## config.mk

```make
export PLATFORM = sky130hd
export DESIGN_NAME = pipeline_hazard_ctrl
export DESIGN_NICKNAME = d
export VERILOG_FILES = /design/src/rtl/pipe_ctrl_pkg.sv /design/src/rtl/hazard_sat_cnt.sv /design/src/rtl/pipeline_hazard_ctrl.sv
export SDC_FILE = /design/constraint.sdc
export NUM_CORES = 1
export LEC_CHECK = 0
export ABC_CLOCK_PERIOD_IN_PS = 1500
export CORE_MARGIN = 3
export CORE_UTILIZATION = 36
export CTS_BUF_LIST = sky130_fd_sc_hd__clkbuf_4
export CTS_CLUSTER_DIAMETER = 200
export CTS_CLUSTER_SIZE = 16
export DETAILED_ROUTE_END_ITERATION = 12
export PLACE_DENSITY = 0.81
export SLEW_MARGIN = 20
export SYNTH_ARGS = -nofsm -noshare
export SYNTH_HDL_FRONTEND = slang
export SYNTH_SLANG_ARGS = --single-unit
```

## constraint.sdc

```tcl
create_clock -name clk -period 1.5 [get_ports clk]
set_clock_uncertainty 0.05 [all_clocks]
set_input_delay 0.15 -clock clk [delete_from_list [all_inputs] [get_ports clk]]
set_output_delay 0.15 -clock clk [all_outputs]
set_load 0.03 [all_outputs]
```

## src/rtl/pipe_ctrl_pkg.sv

```systemverilog
// Shared types and defaults for the pipeline sequencing controller.
// Holds the FSM state enum and the default widths/timeouts.
package pipe_ctrl_pkg;

  localparam int REG_ADDR_W_DEF  = 5;
  localparam int MEM_TIMEOUT_DEF = 8;

  typedef enum logic {
    RUN,
    MEM_WAIT
  } state_e;

endpackage

```

## src/rtl/hazard_sat_cnt.sv

```systemverilog
// 16-bit saturating event counter with enable.
// Ports: clk, rst_n, en_i (count this cycle), cnt_o (holds at 0xFFFF).
module hazard_sat_cnt (
  input  logic        clk,
  input  logic        rst_n,
  input  logic        en_i,
  output logic [15:0] cnt_o
);

  logic [15:0] cnt_q, cnt_d;

  always_comb begin
    cnt_d = cnt_q;
    if (en_i && (cnt_q != 16'hFFFF)) begin
      cnt_d = cnt_q + 16'd1;
    end
  end

  always_ff @(posedge clk or negedge rst_n) begin
    if (!rst_n) begin
      cnt_q <= '0;
    end else begin
      cnt_q <= cnt_d;
    end
  end

  assign cnt_o = cnt_q;

endmodule

```

## src/rtl/pipeline_hazard_ctrl.sv

```systemverilog
// Pipeline sequencing controller: PC / pipe-register enables, bubbles,
// flushes from load-use, branch, jump and bounded data-memory waits.
// Inputs: ID regs/jmp, EX load/branch, MEM req/ack. Outputs: write
// enables, ifid_flush, idex_bubble, memwb_bubble, mem_err (registered).
// Option HAZARD_PERF_CNT_EN adds stall_cnt / flush_cnt (16-bit, sat).
module pipeline_hazard_ctrl
  import pipe_ctrl_pkg::*;
#(
  parameter int MEM_TIMEOUT = MEM_TIMEOUT_DEF,
  parameter int REG_ADDR_W  = REG_ADDR_W_DEF
) (
  input  logic                  clk,
  input  logic                  rst_n,
  input  logic [REG_ADDR_W-1:0] id_rs,
  input  logic [REG_ADDR_W-1:0] id_rt,
  input  logic                  id_uses_rt,
  input  logic                  id_jmp,
  input  logic                  ex_memRead,
  input  logic [REG_ADDR_W-1:0] ex_rt,
  input  logic                  ex_branch_taken,
  input  logic                  mem_req,
  input  logic                  mem_ack,
  output logic                  pc_write,
  output logic                  ifid_write,
  output logic                  ifid_flush,
  output logic                  idex_write,
  output logic                  idex_bubble,
  output logic                  exmem_write,
  output logic                  memwb_bubble,
  output logic                  mem_err
`ifdef HAZARD_PERF_CNT_EN
  ,
  output logic [15:0]           stall_cnt,
  output logic [15:0]           flush_cnt
`endif
);

  localparam int CW = $clog2(MEM_TIMEOUT + 1);
  localparam logic [CW-1:0] TMO = CW'(MEM_TIMEOUT);

  state_e        state_q, state_d;
  logic [CW-1:0] cnt_q, cnt_d;
  logic          err_q, err_d;
  logic          freeze;
  logic          load_use;
  logic          sel_br, sel_lu, sel_jp;

  always_comb begin
    state_d = state_q;
    cnt_d   = cnt_q;
    err_d   = 1'b0;
    freeze  = 1'b0;
    unique case (state_q)
      RUN: begin
        if (mem_req && !mem_ack) begin
          freeze  = 1'b1;
          cnt_d   = CW'(1);
          state_d = MEM_WAIT;
        end
      end
      MEM_WAIT: begin
        if (mem_ack) begin
          cnt_d   = '0;
          state_d = RUN;
        end else if (cnt_q < TMO) begin
          freeze = 1'b1;
          cnt_d  = cnt_q + CW'(1);
        end else begin
          // Timed out: drop the access and let the pipe move.
          err_d   = 1'b1;
          cnt_d   = '0;
          state_d = RUN;
        end
      end
      default: begin
        cnt_d   = '0;
        state_d = RUN;
      end
    endcase
  end

  always_ff @(posedge clk or negedge rst_n) begin
    if (!rst_n) begin
      state_q <= RUN;
      cnt_q   <= '0;
      err_q   <= 1'b0;
    end else begin
      state_q <= state_d;
      cnt_q   <= cnt_d;
      err_q   <= err_d;
    end
  end

  assign load_use = ex_memRead && (ex_rt != '0) &&
                    ((ex_rt == id_rs) ||
                     (id_uses_rt && (ex_rt == id_rt)));

  // One-hot selects so the decoder arms are mutually exclusive.
  assign sel_br = !freeze && ex_branch_taken;
  assign sel_lu = !freeze && !ex_branch_taken && load_use;
  assign sel_jp = !freeze && !ex_branch_taken && !load_use && id_jmp;

  always_comb begin
    pc_write     = 1'b1;
    ifid_write   = 1'b1;
    ifid_flush   = 1'b0;
    idex_write   = 1'b1;
    idex_bubble  = 1'b0;
    exmem_write  = 1'b1;
    memwb_bubble = 1'b0;
    unique case (1'b1)
      freeze: begin
        pc_write     = 1'b0;
        ifid_write   = 1'b0;
        idex_write   = 1'b0;
        exmem_write  = 1'b0;
        memwb_bubble = 1'b1;
      end
      sel_br: begin
        ifid_flush  = 1'b1;
        idex_bubble = 1'b1;
      end
      sel_lu: begin
        pc_write    = 1'b0;
        ifid_write  = 1'b0;
        idex_bubble = 1'b1;
      end
      sel_jp: begin
        ifid_flush = 1'b1;
      end
      default: begin
      end
    endcase
    if (!rst_n) begin
      pc_write     = 1'b0;
      ifid_write   = 1'b0;
      ifid_flush   = 1'b0;
      idex_write   = 1'b0;
      idex_bubble  = 1'b0;
      exmem_write  = 1'b0;
      memwb_bubble = 1'b0;
    end
  end

  assign mem_err = err_q;

`ifdef HAZARD_PERF_CNT_EN
  hazard_sat_cnt u_stall_cnt (
    .clk   (clk),
    .rst_n (rst_n),
    .en_i  (rst_n && !pc_write),
    .cnt_o (stall_cnt)
  );

  hazard_sat_cnt u_flush_cnt (
    .clk   (clk),
    .rst_n (rst_n),
    .en_i  (ifid_flush),
    .cnt_o (flush_cnt)
  );
`endif

endmodule

```

==> impl_metrics.ini, run 1 <==
[outcome]
status = finished with violations
failed_checks = setup timing

[worst_setup_path]
startpoint = state_q$_DFF_PN0_
start_kind = flip-flop
crit_slowest_cell = dfrtp_1
cp_common_cell = buf_4
cp-end-kind = output pin
cp_max_fo = 4
crit_family = buffers and inverters
cp.required_ns = 1.30
reg2reg_from = cnt_q[3]$_DFFE_PN0P_
cp_num_buf_inv = 3
cpPeakStageDelay_ns = 0.41
worstPathCellList = nand2b_1 -> a21o_1 -> buf_4 -> buf_4 -> o211ai_1 -> a21oi_2 -> buf_6
crit_arrival_ns = 1.56
path_class = reg2out

[clocking]
cts_htree_levels = 1
cts_tree = done
cts_hold_buf = 0
clkSinkCount = 6
cts_buffers = 3
insertion_delay_ns = 0.25
clock_path_buffers = 2
clk_pin_slew_ns = 0.05
clock-root-buffer = clkbuf_4

[run]
max_cap_viol_count = 0

[synthesis]
postSynthCellCount = 54
synth_seq_cells = 6
synth_area_um2 = 467.9
yosysSeqAreaShare = 0.3209
ys_types = 24
ys_warn_count = 0
syn_avg_cell_area_um2 = 8.666
syn_nets = 78

[grt]
grt_antenna_before_repair = 0
grt_pass1_wl_um = 2635
grt_pass1_vias = 612
grt_overflow_total = 0
grt_max_degree = 8
grt_usage = 0.2128

[placement]
dp_hpwl_um = 1250
gp_congestion = 0.7442
detailedPlace.worstSlack_ns = -0.8133
port_buffers = 30

[routing]
vias = 592
wl_per_cell_um = 14.16
drt_iter0_markers = 8
drc = 0
dr.pass1.iters = 4
ant_nets = 0
routed_via_density = 5.017
wirelength_um = 1671

[layout]
final_util = 0.8561
final_common_cell = clkdlybuf4s50_1
layout_common_cells = 19 x clkdlybuf4s50_1, 18 x buf_4, 11 x xnor2_1, 8 x buf_6, 6 x dfrtp_1
final_layout_size_suffix_gt1_frac = 0.3942
fin_nets = 130
area_growth_syn_to_layout_pct = 111.5
antenna_cells = 0

[min_path]
hp-class = in2async

[sta]
hold_viol = 0
slew_headroom = 0.7991
worst_slack_ns = -0.2603
final-max-slew-violation-count = 0
setup_viol = 7
min_period_over_period = 1.174
rsz0062_at_grt = yes
post-route-min-period_ns = 1.760
fmax_mhz = 568.1
worst_pin_slew_ns = 0.3004

[die]
start_util = 0.4048
io_pins = 31
core-area_um2 = 1156
rows = 12
die_y_um = 42.06
die-area_um2 = 1769
fp.dieW_um = 42.06

[power]
p_seq_frac = 0.300
leakagePower_uw = 0.0004334
p_int_uw = 431.0
ir_worst_vdd_uv = 315.5
power_frac_comb = 0.454
swShare = 0.3144
p_clk_frac = 0.245
powerDensity_nw_per_um2 = 635.2
switchingPower_uw = 197.6
[cells in the mapped netlist]
library cell,n,area [µm²]
a21boi_1,1,7.510
a21o_1,1,7.510
a21oi_1,1,5.000
a22o_1,1,8.760
and3b_1,1,8.760
buf_4,2,15.01
dfrtp_1,6,150.1
ha_1,1,12.51
inv_1,1,3.750
inv_2,1,3.750
nand2_1,5,18.77
nand2b_1,3,18.77
nand3_1,3,15.01
nand3b_1,1,7.510
nand4_1,1,6.260
nor2_1,4,15.01
nor2b_1,1,6.260
nor3_1,1,5.000
o211ai_1,1,7.510
o21ai_0,2,10.01
o21ai_2,1,8.760
o22ai_1,3,18.77
or4_4,1,11.26
xnor2_1,11,96.34
[path summary, 6_finish.rpt]
kind                                         to  slack, ns  depth (start not counted)
max                                  ifid_flush      -0.26                          7
min                        cnt_q[3]$_DFFE_PN0P_       0.17                          2
max reg2reg                cnt_q[3]$_DFFE_PN0P_       0.38                          4
min reg2reg                cnt_q[0]$_DFFE_PN0P_       0.48                          1
max in group asynchronous     state_q$_DFF_PN0_       1.11                          2
min in group clk           cnt_q[0]$_DFFE_PN0P_       0.48                          1
[area by class of cell]
cell class	count	area (µm²)
inverter	2	7.507
sequential	6	150.1
multi-input combinational	44	340.3
timing repair buffer	49	451.7
clock buffer	3	22.52
fill	65	166.4
tap	14	17.52
[sequential cells by signal (all words and copies together) (netlist names)]
name and cells:
state_q 1, mem_err 1, cnt_q 4
[power by group through the flow]
stage / combinational [µW] / sequential (µW) / clock [µW]
floorplan: 122 / 189 / 0
global placement: 247 / 190 / 0
detailed placement: 251 / 192 / 0
CTS: 279 / 189 / 157
global route: 307 / 190 / 166
finish: 286 / 189 / 154
[repair_timing]
action	CTS	global route
endpoints found under the setup margin	7	7
pin swaps	8	3
gates resized for setup	30	0
buffers inserted	3	2
[through the flow]
step                      area (µm²)  hold slack, ns  TNS (ns)  instances  total power [µW]
after floorplan                495.5         -0.1956   -0.2068         54             311.0
after global placement         884.6          0.4253    -2.113        110             436.9
after detailed placement       884.6          0.4211    -2.197        110             442.1
after CTS                      974.7          0.1591    -1.334        116             624.5
after global routing           989.7          0.1908    -1.833        118             663.6
final                          989.7          0.1681    -1.485        118             628.6
[kinds of logic after synthesis]
group           count (synthesis)  synth area share
compound gates                 11            0.1578
xor+xnor                       11            0.2059
fa+ha+maj                       1           0.02673
buf+inv                         4           0.04810
flops                           6            0.3208
simple gates                   21            0.2406
[layer usage]
layer,track usage,wire (µm)
met5,0,0
met2,0.3951,876
met4,0.1677,83
met3,0.06867,112
met1,0.1816,598
(Power assumes the default switching activity.)
==> run 2: changes to the inputs <==
--- a/config.mk
+++ b/config.mk
@@ -6,13 +6,13 @@
 export NUM_CORES = 1
 export LEC_CHECK = 0
 export ABC_CLOCK_PERIOD_IN_PS = 1500
-export CORE_MARGIN = 3
-export CORE_UTILIZATION = 36
+export CORE_AREA = 3 3 40 42
 export CTS_BUF_LIST = sky130_fd_sc_hd__clkbuf_4
 export CTS_CLUSTER_DIAMETER = 200
 export CTS_CLUSTER_SIZE = 16
 export DETAILED_ROUTE_END_ITERATION = 12
-export PLACE_DENSITY = 0.81
+export DIE_AREA = 0 0 43 45
+export DONT_BUFFER_PORTS = 1
 export SLEW_MARGIN = 20
 export SYNTH_ARGS = -nofsm -noshare
 export SYNTH_HDL_FRONTEND = slang
==> constraint.sdc (replaced) <==
create_clock -name clk -period 1.5 [get_ports clk]
set_clock_uncertainty 0.05 [all_clocks]
set_input_delay 0.3 -clock clk [delete_from_list [all_inputs] [get_ports clk]]
set_output_delay 0.3 -clock clk [all_outputs]
set_load 0.03 [all_outputs]
==> impl_metrics.ini, run 2 (synthesis gave the netlist of run 1 again) <==
[clocking]
clkSinkCount = 6
clk_pin_slew_ns = 0.05
clock_path_buffers = 2
clock-root-buffer = clkbuf_4
cts_tree = done
cts_htree_levels = 1
cts_buffers = 3
insertion_delay_ns = 0.24

[sta]
min_period_over_period = 1.162
worst_slack_ns = -0.2432
post-route-min-period_ns = 1.743
hold_viol = 0
final-max-slew-violation-count = 0
fmax_mhz = 573.6
worst_pin_slew_ns = 0.2812
hold_ws_ns = 0.1973
rsz0062_at_grt = yes
slew_headroom = 0.8119
tns_ns = -1.523
setup_viol = 7

[outcome]
failed_checks = setup timing
status = finished with violations

[grt]
use_met3 = 0.05578
grt_antenna_before_repair = 0
grt_usage = 0.1423
met2_usage = 0.2216
met1_usage = 0.1443
grt_max_degree = 9
grt_overflow_total = 0
grt_pass1_vias = 508
grt_pass1_wl_um = 2021
busiest_layer = met2

[routing]
drc = 0
vias = 431
routed_via_density = 5.388
dr.pass1.iters = 4
ant_nets = 0
wl_per_cell_um = 14.26
wirelength_um = 1141
drt_iter0_markers = 1

[worst_setup_path]
cp-end-kind = output pin
path_class = reg2out
cp_max_fo = 3
worstPathCellList = nand2b_1 -> a21o_1 -> inv_2 -> nor2_4 -> a21boi_4 -> buf_12
crit_arrival_ns = 1.39
cpPeakStageDelay_ns = 0.35
start_kind = flip-flop
cp.required_ns = 1.15
crit_slowest_cell = dfrtp_1
crit_family = flip-flops
cp_num_buf_inv = 2

[die]
start_util = 0.3642
io_pins = 31
die_y_um = 45
fp.dieW_um = 43
core-area_um2 = 1285
rows = 13
die-area_um2 = 1935

[placement]
gp_congestion = 0.7310
port_buffers = 0
dp_hpwl_um = 904.7
placed_area_um2 = 570.5

[layout]
final_layout_size_suffix_gt1_frac = 0.3231
largest-register = cnt_q
antenna_cells = 0
area_growth_syn_to_layout_pct = 36.90
fillerInstances = 133
final_common_cell = xnor2_1
fin_area_um2 = 640.6
layout_common_cells = 11 x xnor2_1, 6 x dfrtp_1, 5 x nand2_1, 5 x buf_4
fin_nets = 91
largest_register_ff_count = 4

[run]
max_cap_viol_count = 0

[min_path]
hp-class = in2reg

[power]
powerDensity_nw_per_um2 = 803.6
fin_total_pwr_uw = 514.8
leakagePower_uw = 0.0002657
ir_worst_vdd_uv = 375.8
[run 2: cell types whose count changed in the layout (fill, tap and decap cells not counted), sizes merged]
cell / change
clkdlybuf4s50: -19
buf: -18
clkdlybuf4s15: -3
dlygate4sd3: +1
[run 2: worst paths after layout]
check                      slack (ns)                    to  cells past startpoint            startpoint
setup / recovery                -0.24            ifid_write                      6     state_q$_DFF_PN0_
hold / removal                   0.20     mem_err$_DFF_PN0_                      1               mem_ack
setup reg to reg                 0.40  cnt_q[2]$_DFFE_PN0P_                      3  cnt_q[0]$_DFFE_PN0P_
hold reg to reg                  0.48  cnt_q[0]$_DFFE_PN0P_                      1  cnt_q[0]$_DFFE_PN0P_
max in group asynchronous        0.86  cnt_q[0]$_DFFE_PN0P_                      1                 rst_n
min in group asynchronous        0.32     mem_err$_DFF_PN0_                      1                 rst_n
[run 2: power by group]
group | internal [µW] | leakage [µW] | switching [µW]
Clock | 90.6 | 0.0000138 | 60.1
Combinational | 87.1 | 0.000172 | 89.2
Sequential | 176 | 0.0000798 | 12.0
Total | 353 | 0.000266 | 161
[run 2: layer usage]
layer / part of all wire / vias to the layer above
met5: 0 / -
met4: 0.014 / 0
met3: 0.12 / 2
met2: 0.47 / 23
met1: 0.40 / 197
li1: - / 209
[run 2: layout make-up]
class	instances	area [µm²]	share of cell area
multi-input combinational	44	336.6	0.5254
clock buffer	3	22.52	0.03516
tap	15	18.77	0.02930
sequential	6	150.1	0.2344
inverter	2	7.507	0.01172
timing repair buffer	10	105.1	0.1641
[run 2: what timing repair did]
item | 4_1_cts | 5_1_grt
pin swaps | 3 | 0
setup buffers | 1 | 0
hold endpoints to repair | 6 | 6
gates cloned | 0 | 0
endpoints found under the setup margin | 7 | 7
gates resized for setup | 6 | 1
[run 2: per-stage QoR]
stage | utilization | cells | worst slack, ns
2_1_floorplan | - | 54 | -0.3262
3_3_place_gp | 0.4440 | 75 | -0.1994
3_5_place_dp | 0.4440 | 75 | -0.2017
4_1_cts | 0.4869 | 79 | -0.2456
5_1_grt | 0.4985 | 80 | -0.3580
6_report | 0.4985 | 80 | -0.2432
[run 2: worst register-to-register path: cells and delay by family, from the launching register on]
| kind | cells | cell delay (ns) |
|---|---|---|
| AOI/OAI and AO/OA | 1 | 0.11 |
| xor gates and xnor gates | 1 | 0.19 |
| adders and majority gates | 1 | 0.23 |
| DFF | 1 | 0.40 |
==> run 3: changes to the inputs <==
--- a/config.mk
+++ b/config.mk
@@ -6,6 +6,8 @@
 export NUM_CORES = 1
 export LEC_CHECK = 0
 export ABC_CLOCK_PERIOD_IN_PS = 1500
+export CELL_PAD_IN_SITES_DETAIL_PLACEMENT = 1
+export CELL_PAD_IN_SITES_GLOBAL_PLACEMENT = 1
 export CORE_AREA = 3 3 40 42
 export CTS_BUF_LIST = sky130_fd_sc_hd__clkbuf_4
 export CTS_CLUSTER_DIAMETER = 200
@@ -13,6 +15,7 @@
 export DETAILED_ROUTE_END_ITERATION = 12
 export DIE_AREA = 0 0 43 45
 export DONT_BUFFER_PORTS = 1
+export PLACE_DENSITY_LB_ADDON = 0.1
 export SLEW_MARGIN = 20
 export SYNTH_ARGS = -nofsm -noshare
 export SYNTH_HDL_FRONTEND = slang
==> impl_metrics.ini, run 3 (synthesis gave the netlist of run 1 again) <==
[worst_setup_path]
path_class = reg2out
cp.required_ns = 1.15
reg2reg_from = cnt_q[3]$_DFFE_PN0P_
cp_max_fo = 3
cp-end-kind = output pin
start_kind = flip-flop
crit_arrival_ns = 1.42
startpoint = state_q$_DFF_PN0_

[die]
core-area_um2 = 1285
io_pins = 31
fp.dieW_um = 43
start_util = 0.3642
die-area_um2 = 1935
die_y_um = 45
rows = 13

[sta]
worst_slack_ns = -0.2678
rsz0062_at_grt = yes
hold_viol = 0
slew_headroom = 0.8119
tns_ns = -1.486
worst_pin_slew_ns = 0.2812
final-max-slew-violation-count = 0
setup_viol = 7
post-route-min-period_ns = 1.768
min_period_over_period = 1.179
fmax_mhz = 565.7

[routing]
vias = 446
dr.pass1.iters = 2
drt_iter0_markers = 9
wl_per_cell_um = 16.40
drc = 0
ant_nets = 0
routed_via_density = 5.575
wirelength_um = 1312

[power]
swShare = 0.3210
p_seq_frac = 0.366
ir_worst_vdd_uv = 254.0
switchingPower_uw = 166.0
p_clk_frac = 0.294
leakagePower_uw = 0.0002634
powerDensity_nw_per_um2 = 816.7
p_int_uw = 351.1
power_frac_comb = 0.340

[layout]
multiInputGateArea_um2 = 336.6
fin_nets = 91
area_growth_syn_to_layout_pct = 35.29
antenna_cells = 0
final_common_cell = xnor2_1
final_layout_size_suffix_gt1_frac = 0.3231
final_cells = 80
largest-register = cnt_q
layout_common_cells = 11 x xnor2_1, 6 x dfrtp_1, 6 x buf_4, 5 x nand2_1
largest_register_ff_count = 4
fillerInstances = 160
final_util = 0.4927
seqCellArea_um2 = 150.1

[min_path]
holdCritStartpoint = mem_ack
hp-class = in2reg

[clocking]
clock-root-buffer = clkbuf_4
clkSinkCount = 6
cts_buffers = 3
insertion_delay_ns = 0.25
clock_path_buffers = 2
clk_pin_slew_ns = 0.04
cts_tree = done
cts_htree_levels = 1

[placement]
port_buffers = 0
place_inst = 75
gp_congestion = 0.7015
dp_hpwl_um = 1098

[grt]
grt_overflow_total = 0
grt_pass1_vias = 547
grt_usage = 0.1479
grt_pass1_wl_um = 2097
grt_max_degree = 7
grt_antenna_before_repair = 0

[run]
max_cap_viol_count = 0

[outcome]
failed_checks = setup timing
status = finished with violations
-- run 3: cell count changes in the layout (fill, tap and decap cells not counted) --
cell	delta
buf_4	+1
buf_8	-1
-- run 3: cell type report --
type                    instances  share of cell area
well taps                      15             0.02964
flip-flops and latches          6              0.2372
multi-input cells              44              0.5316
repair buffers                 10              0.1542
inverters                       2             0.01186
clock buffers                   3             0.03557
-- run 3: per-stage QoR --
step / total power, µW / area, µm² / hold WS [ns] / worst slack, ns
after floorplan: 311.6 / 498.0 / -0.04559 / -0.3262
after global placement: 338.8 / 570.5 / -0.04537 / -0.2015
after detailed placement: 352.4 / 570.5 / -0.04539 / -0.2172
after CTS: 527.2 / 621.8 / 0.1887 / -0.2730
after global routing: 548.4 / 633.1 / 0.1909 / -0.3528
final: 517.1 / 633.1 / 0.2026 / -0.2678
-- run 3: critical path: stages (launching register included) --
cell,delay (ns)
dfrtp_1,0.39
nand2b_1,0.15
a21o_1,0.18
buf_4,0.15
o211ai_1,0.10
a21oi_2,0.06
buf_6,0.14
-- run 3: final timing paths --
check / endpoint / slack (ns) / cells after the start
max in group asynchronous: cnt_q[3]$_DFFE_PN0P_ / 0.87 / 1
hold / removal: mem_err$_DFF_PN0_ / 0.20 / 1
min in group asynchronous: cnt_q[1]$_DFFE_PN0P_ / 0.31 / 1
setup reg to reg: cnt_q[3]$_DFFE_PN0P_ / 0.38 / 4
setup / recovery: ifid_flush / -0.27 / 6
hold reg to reg: cnt_q[0]$_DFFE_PN0P_ / 0.51 / 1
-- run 3: power by group through the flow --
| stage | sequential [µW] | combinational (µW) | clock, µW |
|---|---|---|---|
| after global placement | 189 | 150 | 0 |
| after global routing | 191 | 190 | 167 |
| after floorplan | 189 | 122 | 0 |
| after CTS | 189 | 174 | 164 |
| after detailed placement | 192 | 160 | 0 |
| final | 189 | 176 | 152 |
-- run 3: what timing repair did --
item,CTS,global route
hold buffers,1,0
setup buffers,1,0
hold endpoints to repair,6,0
pin swaps,3,0
setup endpoints to repair,7,7
resized for setup,2,3
-- run 3: routing by layer --
metal,GRT usage,vias up,wire [µm]
met3,0.01195,0,107
met4,0.1265,0,0
met5,0,-,0
met2,0.2754,27,734
li1,-,211,-
met1,0.1484,208,470
